$ cat src/rtl/alu_pkg.sv
// Shared definitions for the sequential ALU core: opcode values, FSM state
// encoding and bit positions inside the {Z,N,C,V} flag vector.
package alu_pkg;

  localparam logic [2:0] OP_NOT = 3'd0;
  localparam logic [2:0] OP_ADD = 3'd1;
  localparam logic [2:0] OP_SUB = 3'd2;
  localparam logic [2:0] OP_DBL = 3'd3;
  localparam logic [2:0] OP_AND = 3'd4;
  localparam logic [2:0] OP_OR  = 3'd5;
  localparam logic [2:0] OP_XOR = 3'd6;
  localparam logic [2:0] OP_MUL = 3'd7;

  typedef enum logic [1:0] {
    IDLE = 2'd0,
    BUSY = 2'd1,
    DONE = 2'd2
  } state_t;

  localparam int unsigned FLG_Z = 3;
  localparam int unsigned FLG_N = 2;
  localparam int unsigned FLG_C = 1;
  localparam int unsigned FLG_V = 0;

endpackage

$ cat src/rtl/alu_mul_seq.sv
// Iterative unsigned shift-add multiplier.
// Ports:
//   clk, rst_n  clock / asynchronous active-low reset (clears all state)
//   start       load a/b and process multiplier bit 0 on this edge
//   a, b        WIDTH-bit unsigned operands (sampled only when start=1)
//   done        high from the edge the last bit is processed until next start
//   prod        2*WIDTH-bit product, valid while done=1
module alu_mul_seq #(
  parameter int unsigned WIDTH = 4
) (
  input  logic                   clk,
  input  logic                   rst_n,
  input  logic                   start,
  input  logic [WIDTH-1:0]       a,
  input  logic [WIDTH-1:0]       b,
  output logic                   done,
  output logic [2*WIDTH-1:0]     prod
);

  localparam int unsigned CW = $clog2(WIDTH);

  logic [2*WIDTH-1:0] mcand;
  logic [WIDTH-1:0]   mplier;
  logic [CW-1:0]      cnt;
  logic               busy;

  // Bit 0 is folded into the load edge, so WIDTH edges in total (start
  // plus WIDTH-1 busy steps) cover all multiplier bits.
  always_ff @(posedge clk or negedge rst_n) begin
    if (!rst_n) begin
      mcand  <= '0;
      mplier <= '0;
      cnt    <= '0;
      busy   <= 1'b0;
      done   <= 1'b0;
      prod   <= '0;
    end else if (start) begin
      prod   <= b[0] ? {{WIDTH{1'b0}}, a} : '0;
      mcand  <= {{(WIDTH-1){1'b0}}, a, 1'b0};
      mplier <= b >> 1;
      cnt    <= CW'(1);
      busy   <= 1'b1;
      done   <= 1'b0;
    end else if (busy) begin
      if (mplier[0]) begin
        prod <= prod + mcand;
      end
      mcand  <= mcand << 1;
      mplier <= mplier >> 1;
      cnt    <= cnt + 1'b1;
      if (cnt == CW'(WIDTH-1)) begin
        busy <= 1'b0;
        done <= 1'b1;
      end
    end
  end

endmodule

$ cat src/rtl/alu_seq_core.sv
// Registered WIDTH-bit ALU with valid/ready handshakes on both sides.
// Single-cycle ops (NOT/ADD/SUB/DBL/AND/OR/XOR) complete on the accept edge;
// MUL runs on the iterative multiplier and completes WIDTH+1 clocks later.
// Ports:
//   clk, rst_n          clock / asynchronous active-low reset
//   in_valid, in_ready  input handshake (a, b, op captured on accept)
//   a, b, op            operands and 3-bit opcode
//   out_valid,out_ready output handshake
//   y, flags            result and {Z,N,C,V}, held while out_valid=1
module alu_seq_core
  import alu_pkg::*;
#(
  parameter int unsigned WIDTH = 4
) (
  input  logic             clk,
  input  logic             rst_n,
  input  logic             in_valid,
  output logic             in_ready,
  input  logic [WIDTH-1:0] a,
  input  logic [WIDTH-1:0] b,
  input  logic [2:0]       op,
  output logic             out_valid,
  input  logic             out_ready,
  output logic [WIDTH-1:0] y,
  output logic [3:0]       flags
);

  state_t state;

  logic accept;
  logic mul_start;
  logic mul_done;
  logic [2*WIDTH-1:0] mul_prod;

  // Accepting in DONE requires out_ready, so a new op always coincides with
  // consumption of the held result.
  assign in_ready  = (state == IDLE) || ((state == DONE) && out_ready);
  assign accept    = in_valid && in_ready;
  assign mul_start = accept && (op == OP_MUL);

  alu_mul_seq #(.WIDTH(WIDTH)) u_mul (
    .clk   (clk),
    .rst_n (rst_n),
    .start (mul_start),
    .a     (a),
    .b     (b),
    .done  (mul_done),
    .prod  (mul_prod)
  );

  // Single-cycle datapath: one shared adder serves ADD (a+b),
  // SUB (a+~b+1) and DBL (a+a).
  logic [WIDTH-1:0] opnd_b;
  logic             cin;
  logic [WIDTH:0]   sum;
  logic [WIDTH-1:0] res;
  logic             c_f;
  logic             v_f;
  logic [3:0]       alu_flags;
  logic [WIDTH-1:0] mul_lo;
  logic [3:0]       mul_flags;

  always_comb begin
    opnd_b = b;
    cin    = 1'b0;
    case (op)
      OP_SUB: begin
        opnd_b = ~b;
        cin    = 1'b1;
      end
      OP_DBL: opnd_b = a;
      default: ;
    endcase

    sum = {1'b0, a} + {1'b0, opnd_b} + {{WIDTH{1'b0}}, cin};

    res = '0;
    c_f = 1'b0;
    v_f = 1'b0;
    case (op)
      OP_NOT: res = ~a;
      OP_ADD, OP_SUB, OP_DBL: begin
        res = sum[WIDTH-1:0];
        c_f = sum[WIDTH];
        // Overflow: both adder inputs share a sign the result does not.
        v_f = (a[WIDTH-1] == opnd_b[WIDTH-1]) && (sum[WIDTH-1] != a[WIDTH-1]);
      end
      OP_AND: res = a & b;
      OP_OR:  res = a | b;
      OP_XOR: res = a ^ b;
      default: res = '0;
    endcase

    alu_flags        = '0;
    alu_flags[FLG_Z] = (res == '0);
    alu_flags[FLG_N] = res[WIDTH-1];
    alu_flags[FLG_C] = c_f;
    alu_flags[FLG_V] = v_f;

    mul_lo           = mul_prod[WIDTH-1:0];
    mul_flags        = '0;
    mul_flags[FLG_Z] = (mul_lo == '0);
    mul_flags[FLG_N] = mul_lo[WIDTH-1];
    mul_flags[FLG_C] = |mul_prod[2*WIDTH-1:WIDTH];
    mul_flags[FLG_V] = |mul_prod[2*WIDTH-1:WIDTH];
  end

  // Accept handling is shared between IDLE and DONE, so it is tested first;
  // the per-state branches only cover the non-accepting cases.
  always_ff @(posedge clk or negedge rst_n) begin
    if (!rst_n) begin
      state     <= IDLE;
      y         <= '0;
      flags     <= '0;
      out_valid <= 1'b0;
    end else if (accept) begin
      if (op == OP_MUL) begin
        state     <= BUSY;
        out_valid <= 1'b0;
      end else begin
        state     <= DONE;
        y         <= res;
        flags     <= alu_flags;
        out_valid <= 1'b1;
      end
    end else begin
      case (state)
        IDLE: ;
        BUSY: begin
          if (mul_done) begin
            state     <= DONE;
            y         <= mul_lo;
            flags     <= mul_flags;
            out_valid <= 1'b1;
          end
        end
        DONE: begin
          if (out_ready) begin
            state     <= IDLE;
            out_valid <= 1'b0;
          end
        end
        default: begin
          state     <= IDLE;
          out_valid <= 1'b0;
        end
      endcase
    end
  end

endmodule

$ cat config.mk
export PLATFORM = sky130hd
export DESIGN_NAME = alu_seq_core
export DESIGN_NICKNAME = d
export VERILOG_FILES = /design/src/rtl/alu_pkg.sv /design/src/rtl/alu_mul_seq.sv /design/src/rtl/alu_seq_core.sv
export SDC_FILE = /design/constraint.sdc
export NUM_CORES = 1
export LEC_CHECK = 0
export BUFFER_PORTS_ARGS = -buffer_cell sky130_fd_sc_hd__buf_4
export CAP_MARGIN = 10
export CELL_PAD_IN_SITES_DETAIL_PLACEMENT = 1
export CELL_PAD_IN_SITES_GLOBAL_PLACEMENT = 1
export CORE_UTILIZATION = 45
export CTS_CLUSTER_SIZE = 25
export DETAILED_ROUTE_END_ITERATION = 10
export HOLD_SLACK_MARGIN = 0.15
export PLACE_DENSITY_LB_ADDON = 0.1
export SLEW_MARGIN = 20
export SYNTH_ARGS = -nofsm -noshare
export SYNTH_HDL_FRONTEND = slang
export SYNTH_SLANG_ARGS = --single-unit
$ cat constraint.sdc
create_clock -name clk -period 2.4 [get_ports clk]
set_clock_uncertainty 0.15 [all_clocks]
set_input_delay 0.12 -clock clk [delete_from_list [all_inputs] [get_ports clk]]
set_output_delay 0.12 -clock clk [all_outputs]
set_load 0.02 [all_outputs]
==> results.ini, run 1 <==
[run_status]
status = completed

[yosys]
yosysWarnings = 0
syn_inst = 248
synth_compound_area_share_pct = 17.6
synth-simple-area-share_pct = 18.7
synthMuxAreaShare_pct = 8.56
synth-edff-count = 0
avgSynthCellArea_um2 = 9.08
syn_area_um2 = 2250
syn-num-nets = 284
synth-adder-area-share_pct = 12.7
synth-main-ff-cell = dfrtp_1
synthArstFlopShare_pct = 100
synth-xor-area-share_pct = 1.94
seq_area_frac_synth_pct = 34.4
synth_top_family_by_area = simple AND/OR/NAND/NOR gates
synth_seq_cells = 31
synth_cell_type_count = 50

[sta]
relSlewSlack_pct = 55.3
slew_violations = 0
worst_pin_slew_ns = 0.654
fmax_ghz = 0.432
min_period_over_period_pct = 96.4
final.setup.worst_slack_ns = 0.0860
setup_viol = 0
hold_viol = 0
rsz0062_at_grt = yes
period_needed_ns = 2.31

[clock_network]
cts_tree = yes
clock_latency_ns = 0.28
cts_max_level = 2
path_clk_slew_ns = 0.06
cts_root_buf = clkbuf_8
postCtsSetupBuffers = 0
clkSinkCount = 31
clk_path_buf_depth = 2
cts_made_buffers = 5

[worst_setup_path]
startpoint_type = flip-flop
endpoint_kind = flip-flop
critPathKind = reg -> reg
rrSetupSlack_ns = 0.09
critical_path.max_fanout = 3
crit_arrival_ns = 2.38
crit_required_ns = 2.46

[floorplanning]
die_area_um2 = 5290
core_area_um2 = 4750
die_w_um = 72.7
fp-row-count = 25
die_h_um = 72.7
initial_utilization_pct = 47.4
io_pins = 25

[place]
dpl_worst_slack_ns = -0.0407
io_buffers = 24
gp_congestion = 0.795
hpwl_um = 4550

[detailed_routing]
met2_length_um = 2880
wl_met1_um = 2880
top_layer_used = met4
wl_per_cell_um = 16.4
ant_nets = 0
first_pass_iters = 4
vias = 2021
route.met3.wl_um = 128
routed_wl_um = 5930
drc = 0
drtIter0Drc = 95
vias_per_cell = 5.60

[grt]
grt_pass1_vias = 2112
grt_remaining_overflow = 0
grt_use_total_pct = 25.6
grt_first_pass_wirelength_um = 10200
grt_max_degree = 32
antenna_found_initial = 0

[cells_and_area]
finalNetCount = 329
area_delta_synth_final_pct = 22.6
diodes = 0
fillers = 577
drive_gt1_share_pct = 21.4
finish.utilization_pct = 58.1
layout_common_cells = buf_4, dfrtp_1, nand2_1, o21ai_0, ha_1
final_common_cell = buf_4

[power]
power_per_cell_area_nw_per_um2 = 859
p_leak_nw = 1.29
ir_drop_v = 0.000454

[run]
maxCapViolCount = 0

[worst_hold_path]
hp-class = in -> async

==> worst paths after layout <==
path                            endpoint           start  cells after the start
max in group asynchronous       flags[1]           rst_n                      2
min reg2reg                         y[0]            y[0]                      1
max                        u_mul.prod[7]  u_mul.mcand[1]                      8
max reg2reg                u_mul.prod[7]  u_mul.mcand[1]                      8
min                        u_mul.prod[7]           rst_n                      2
min in group clk           u_mul.prod[0]            b[0]                      5
==> power by group <==
part / internal (mW) / total [mW] / switching (mW)
clock network: 0.203 / 0.394 / 0.191
registers: 0.720 / 0.887 / 0.167
logic: 0.508 / 1.09 / 0.582
==> metal layers <==
layer,track usage (%),up-vias
met3,4.56,4
met1,35.1,1017
li1,-,975
met2,42.8,25
met5,0,-
met4,4.58,0
==> sequential cells by signal, summed over array words and instances, names as in the netlist <==
signal / cells
u_mul.mplier: 3
u_mul.cnt: 2
u_mul.busy: 1
u_mul.done: 1
state: 2
y: 3
flags: 4
u_mul.mcand: 7
u_mul.prod: 8
==> worst max-delay path: stages (launching register included) <==
cell	delay (ns)
dfrtp_1	0.40
ha_1	0.21
inv_1	0.07
fa_2	0.22
nor2b_4	0.05
o31a_1	0.29
or4_4	0.50
a31o_1	0.23
a21oi_2	0.12
==> timing repair <==
action | in CTS | in global routing
hold buffers | 11 | 0
setup endpoints to repair | 0 | 4
endpoints found under the hold margin | 45 | 0
resized for setup | 0 | 1
==> cell type report <==
class,count,area (um2),area share [%]
clock buffer,7,76.3,2.76
clock inverter,1,5.00,0.181
inverter,15,56.3,2.04
multi-input combinational,189,1350,49.0
sequential,31,776,28.1
tap,67,83.8,3.04
timing repair buffer,51,410,14.9
==> cell usage after synthesis, types with 2 or more instances <==
cell / instances / area [um2]
nand2b_1: 3 / 18.8
xnor2_1: 5 / 43.8
o21ai_0: 23 / 115
dfrtp_1: 31 / 776
o41ai_1: 2 / 17.5
ha_1: 18 / 225
nor3b_1: 2 / 15.0
mux2i_1: 17 / 170
buf_2: 6 / 30.0
o31ai_1: 3 / 22.5
nand3_1: 8 / 40.0
a21oi_1: 14 / 70.1
o22ai_1: 2 / 12.5
or2_2: 3 / 18.8
a211oi_1: 2 / 15.0
fa_1: 3 / 60.1
nand3b_1: 2 / 15.0
nand2_1: 29 / 109
mux2_2: 2 / 22.5
a21o_1: 3 / 22.5
nor4_1: 2 / 12.5
nor2_1: 17 / 63.8
nor3_1: 3 / 15.0
or3_1: 2 / 12.5
o31a_1: 2 / 17.5
clkbuf_8: 2 / 27.5
nor4b_1: 2 / 17.5
inv_1: 15 / 56.3
clkbuf_1: 4 / 15.0
==> cells by family after synthesis <==
logic type                 Yosys count
xor gates and xnor gates             5
and+or+nand+nor                     81
buffers and inverters               28
AOI/OAI and AO/OA                   63
DFF                                 31
adders and majority gates           21
muxes                               19
==> per-stage QoR <==
stage,area [um2],hold slack (ns),TNS [ns],power [mW],std cells
finish,2760,0.166,0,2.37,361
global route,2760,0.192,-0.0498,2.57,361
CTS,2760,0.177,0,2.39,361
detailed placement,2570,-0.0657,-0.0777,1.97,342
global placement,2570,-0.0664,0,1.91,342
floorplan,2270,-0.326,0,1.60,248
Power figures use the tool's default switching activity.
==> run 2, diff against run 1 <==
SETUP_SLACK_MARGIN = 0.5   (was default)
==> run 2 against run 1 <==
Critical endpoint unchanged. Die area stayed put. Highest routed layer unchanged. Sequential power hardly changed. Global-route usage is 2.8 points higher. Largest power group unchanged. Critical path type unchanged. Worst hold slack worse by 0.0058 ns. Total power is 11% higher. Core utilization is 5.6 points higher. Register-to-register slack better by 0.18 ns.
==> results.ini, run 2 (synthesized netlist as in run 1, its figures left out) <==
[cells_and_area]
top_register = u_mul.prod
area_delta_synth_final_pct = 34.4
final_common_cell = buf_4
finish.utilization_pct = 63.7
diodes = 0
finalNetCount = 340
largest_reg_flops = 8
fillers = 560
top_regs = u_mul.prod x8, u_mul.mcand x7, flags x4
drive_gt1_share_pct = 31.3
layout_common_cells = buf_4, dfrtp_1, nand2_1, o21ai_0

[sta]
hold_viol = 0
fmax_ghz = 0.468
slew_violations = 0
tns_ns = 0
worst_pin_slew_ns = 1.17
final.setup.worst_slack_ns = 0.264
whs_ns = 0.160
relSlewSlack_pct = 19.9
min_period_over_period_pct = 89.0
setup_viol = 0
rsz0062_at_grt = yes
period_needed_ns = 2.14

[grt]
grt_first_pass_wirelength_um = 11100
grt_pass1_vias = 2258
grt_use_total_pct = 28.4
antenna_found_initial = 0
grt_remaining_overflow = 0
grt_max_degree = 32

[clock_network]
cts_made_buffers = 5
path_clk_slew_ns = 0.07
clkSinkCount = 31
cts_root_buf = clkbuf_8
cts_max_level = 2
clock_latency_ns = 0.28
cts_tree = yes
clk_path_buf_depth = 2

[place]
hpwl_um = 4420
dpl_worst_slack_ns = -0.0823
gp_congestion = 0.846
io_buffers = 24

[detailed_routing]
drtIter0Drc = 105
ant_nets = 0
routed_wl_um = 7470
first_pass_iters = 4
vias = 2148
drc = 0
vias_per_cell = 5.79
wl_per_cell_um = 20.1

[floorplanning]
die_w_um = 72.7
core_area_um2 = 4750
die_h_um = 72.7
io_pins = 25
fp-row-count = 25
die_area_um2 = 5290
initial_utilization_pct = 47.4

[worst_setup_path]
critPathKind = reg -> reg
critical_path.max_fanout = 3
slowest_stage = or4_4
crit_required_ns = 2.46
endpoint_kind = flip-flop
worstPathCellList = ha_2, inv_2, fa_2, nor2b_4, o31a_1, or4_4, a31o_1, a21oi_2
startpoint_type = flip-flop
timing.rr.end = u_mul.prod[7]
cp_slowest_stage_delay_ns = 0.42
rr_startpoint = u_mul.mcand[1]
cp_num_buf_inv = 1
path_delay_family = compound AO/OA/AOI/OAI gates
rrSetupSlack_ns = 0.26
crit_arrival_ns = 2.20
reg2reg_depth = 8

[power]
p_leak_nw = 1.40
power_mw = 2.63
power_per_cell_area_nw_per_um2 = 868
ir_drop_v = 0.000575

[run]
maxCapViolCount = 0

[worst_hold_path]
hp-class = in -> async

[run_status]
status = completed

## run 2: cell types whose count changed in the layout (fill, tap and decap cells not counted), sizes merged
| cell | previous run | this run |
|---|---|---|
| buf | 40 | 51 |
| bufinv | 0 | 1 |
| clkbuf | 7 | 6 |
| clkinv | 1 | 0 |
## run 2: per-layer routing
layer	vias to the layer above	global-route usage (%)	share of wire [%]
li1	986	-	-
met1	1060	35.4	42
met2	70	48.5	49
met3	32	4.97	4.4
met4	0	11.8	5.3
met5	-	0	0
## run 2: area by class of cell
type	instances	area (um2)	share of cell area, %
multi-input combinational	189	1480	48.9
sequential	31	777	25.7
timing repair buffer	62	520	17.2
tap	67	83.8	2.77
clock buffer	6	72.6	2.40
inverter	15	63.8	2.11
clock inverter	1	30.0	0.992
## run 2: worst reg2reg max path: stages, from the launching register on
cell and delay, ns:
dfrtp_1 0.39, ha_2 0.20, inv_2 0.05, fa_2 0.22
nor2b_4 0.05, o31a_1 0.26, or4_4 0.42, a31o_1 0.23
a21oi_2 0.10
## run 2: repair_timing
action	CTS	global route
endpoints found under the hold margin	42	0
hold buffers	11	0
buffers inserted	8	6
pin swaps	14	14
gates resized for setup	17	17
setup endpoints to repair	7	10
## run 2: worst max path at each step
stage               slack [ns]            end  cells after the start      startpoint
floorplan                 0.10           y[1]                     14           op[0]
global placement          0.04           y[1]                     12           op[2]
detailed placement       -0.08           y[1]                     12           op[2]
CTS                       0.27  u_mul.prod[7]                      8  u_mul.mcand[1]
global route              0.20  u_mul.prod[7]                      8  u_mul.mcand[1]
finish                    0.26  u_mul.prod[7]                      8  u_mul.mcand[1]
## run 2: stage by stage
stage,instances,instance area (um2)
final,371,3030
after global routing,371,3030
after CTS,365,2900
after detailed placement,339,2560
after global placement,339,2560
after floorplan,248,2310
## run 2: power breakdown
part / switching [mW] / internal, mW / leakage, nW
combinational: 0.651 / 0.592 / 0.950
clock: 0.194 / 0.304 / 0.0513
sequential: 0.166 / 0.721 / 0.401
total: 1.01 / 1.62 / 1.40
==> run 3, diff against run 2 <==
SYNTH_HIERARCHICAL = 1   (was default)
==> run 3 against run 2 <==
Wire length shrank 5.8%. Clock-buffer cell count is the same. Global-route usage shrank 1.8 points. Register-to-register slack lost 0.19 ns.
==> results.ini, run 3 <==
[power]
ir_drop_v = 0.000403
p_leak_nw = 1.47
power_per_cell_area_nw_per_um2 = 860

[yosys]
synth-edff-count = 0
syn-num-nets = 286
seq_area_frac_synth_pct = 33.9
synth_cell_type_count = 53
synthArstFlopShare_pct = 100
yosysWarnings = 6
syn_inst = 250
yosysTopAreaCell = dfrtp_1
synthTopCellsByCount = dfrtp_1, o21ai_0, nand2_1
synthTopCellsByArea = dfrtp_1, ha_1, mux2i_1
yosys.area.top_type_share_pct = 33.9
synth-main-ff-cell = dfrtp_1
syn_area_um2 = 2290
avgSynthCellArea_um2 = 9.14
synth_seq_cells = 31
synthMostInstantiatedCell = dfrtp_1

[place]
hpwl_um = 4370
placed_cell_area_um2 = 2640
io_buffers = 24
gp_congestion = 0.796

[sta]
fmax_ghz = 0.430
worst_pin_slew_ns = 0.498
setup_viol = 0
hold_viol = 0
tns_ns = 0
period_needed_ns = 2.33
whs_ns = 0.147
relSlewSlack_pct = 66.7
rsz0062_at_grt = yes
min_period_over_period_pct = 97.0
slew_violations = 0

[cells_and_area]
finalNetCount = 346
drive_gt1_share_pct = 35.7
seq_area_um2 = 777
largest_reg_flops = 8
stdcell_area_um2 = 3160
final_common_cell = buf_4
area_delta_synth_final_pct = 38.3
multiInputGateArea_um2 = 1580
top_regs = u_mul/prod x8, u_mul/mcand x7, flags x4
diodes = 0
layout_common_cells = buf_4, dfrtp_1, nand2_1, o21ai_0, ha_1
top_register = u_mul/prod
fillers = 548

[detailed_routing]
vias = 2135
ant_nets = 0
wl_per_cell_um = 18.6
drc = 0
routed_wl_um = 7040
drtIter0Drc = 81
vias_per_cell = 5.65
first_pass_iters = 4

[grt]
grt_pass1_vias = 2177
grt_max_degree = 32
grt_use_total_pct = 26.6
grt_first_pass_wirelength_um = 10600
grt_remaining_overflow = 0
antenna_found_initial = 0

[floorplanning]
io_pins = 25
die_w_um = 73.3
die_h_um = 73.3
initial_utilization_pct = 47.5
fp-row-count = 25
core_area_um2 = 4820
die_area_um2 = 5370

[run_status]
status = completed

[clock_network]
clk_path_buf_depth = 2
cts_max_level = 2
path_clk_slew_ns = 0.07
clock_latency_ns = 0.29
cts_root_buf = clkbuf_8
clkSinkCount = 31
cts_made_buffers = 5
cts_tree = yes

[worst_setup_path]
crit_required_ns = 2.42
critical_path.max_fanout = 3
startpoint_type = flip-flop
endpoint_kind = flip-flop
rr_startpoint = u_mul/prod[1]
crit_arrival_ns = 2.35
critPathKind = reg -> reg
timing.rr.end = u_mul/prod[7]
rrSetupSlack_ns = 0.07
reg2reg_depth = 6

[run]
maxCapViolCount = 0

[worst_hold_path]
hp-class = in -> async

[run 3: cell types whose count changed after synthesis, moves of 3 or more]
cell	before	now
nand2_1	29	23
o31ai_1	3	0
nor3_1	3	8
mux2i_1	17	14
nand3_1	8	2
nor2b_1	1	6
[run 3: repair_timing]
item / CTS / global route
resized for setup: 28 / 21
endpoints found under the setup margin: 9 / 11
buffers inserted: 9 / 6
hold endpoints to repair: 44 / 0
hold buffers: 9 / 0
pin swaps: 16 / 12
[run 3: kinds of logic after synthesis]
group / after synthesis / share of synthesized area (%)
AND/OR/NAND/NOR: 78 / 17.2
AO/OA/AOI/OAI: 70 / 20.6
flip-flops: 31 / 33.9
buffers and inverters: 27 / 5.31
adder cells (fa/ha/maj): 21 / 12.5
multiplexers: 19 / 8.92
XOR/XNOR: 4 / 1.53
[run 3: metrics by stage]
stage | power, mW | util (%) | setup slack (ns) | cells
after floorplan | 1.63 | - | -0.135 | 250
after CTS | 2.62 | 62.7 | 0.0527 | 372
final | 2.72 | 65.6 | 0.0731 | 378
after detailed placement | 1.98 | 54.7 | -0.132 | 346
after global routing | 2.88 | 65.6 | 0.000330 | 378
after global placement | 1.94 | 54.7 | -0.0664 | 346
[run 3: worst max path at each step]
stage | start | to | cells past startpoint
floorplan | op[2] | flags[3] | 12
global placement | op[2] | flags[3] | 11
detailed placement | op[2] | flags[3] | 11
CTS | u_mul/prod[1] | u_mul/prod[7] | 6
global route | op[2] | flags[3] | 11
finish | u_mul/prod[1] | u_mul/prod[7] | 6
[run 3: cell type report]
class	instances	share of cell area [%]
clock buffers	6	2.61
flip-flops and latches	31	24.6
clock inverters	2	1.11
well taps	67	2.65
multi-input cells	192	49.9
repair buffers	65	17.3
inverters	15	1.78
[run 3: worst max-delay path, stage by stage, from the launching register on]
cell,delay (ns)
dfrtp_1,0.39
ha_2,0.21
fa_2,0.36
a211o_1,0.33
and4_4,0.21
a211oi_4,0.24
mux2_4,0.32
[run 3: where the power goes]
part | leakage [nW] | internal, mW | switching [mW] | total [mW]
logic | 1.01 | 0.604 | 0.668 | 1.27
registers | 0.396 | 0.717 | 0.192 | 0.909
clock network | 0.0612 | 0.336 | 0.203 | 0.539
total | 1.47 | 1.66 | 1.06 | 2.72
[run 3: per-layer routing]
| layer | vias to the layer above | wire length (um) | global-route usage, % |
|---|---|---|---|
| li1 | 1014 | - | - |
| met1 | 1060 | 3150 | 35.3 |
| met2 | 47 | 3530 | 43.7 |
| met3 | 14 | 204 | 4.39 |
| met4 | 0 | 150 | 9.15 |
| met5 | - | 0 | 0 |
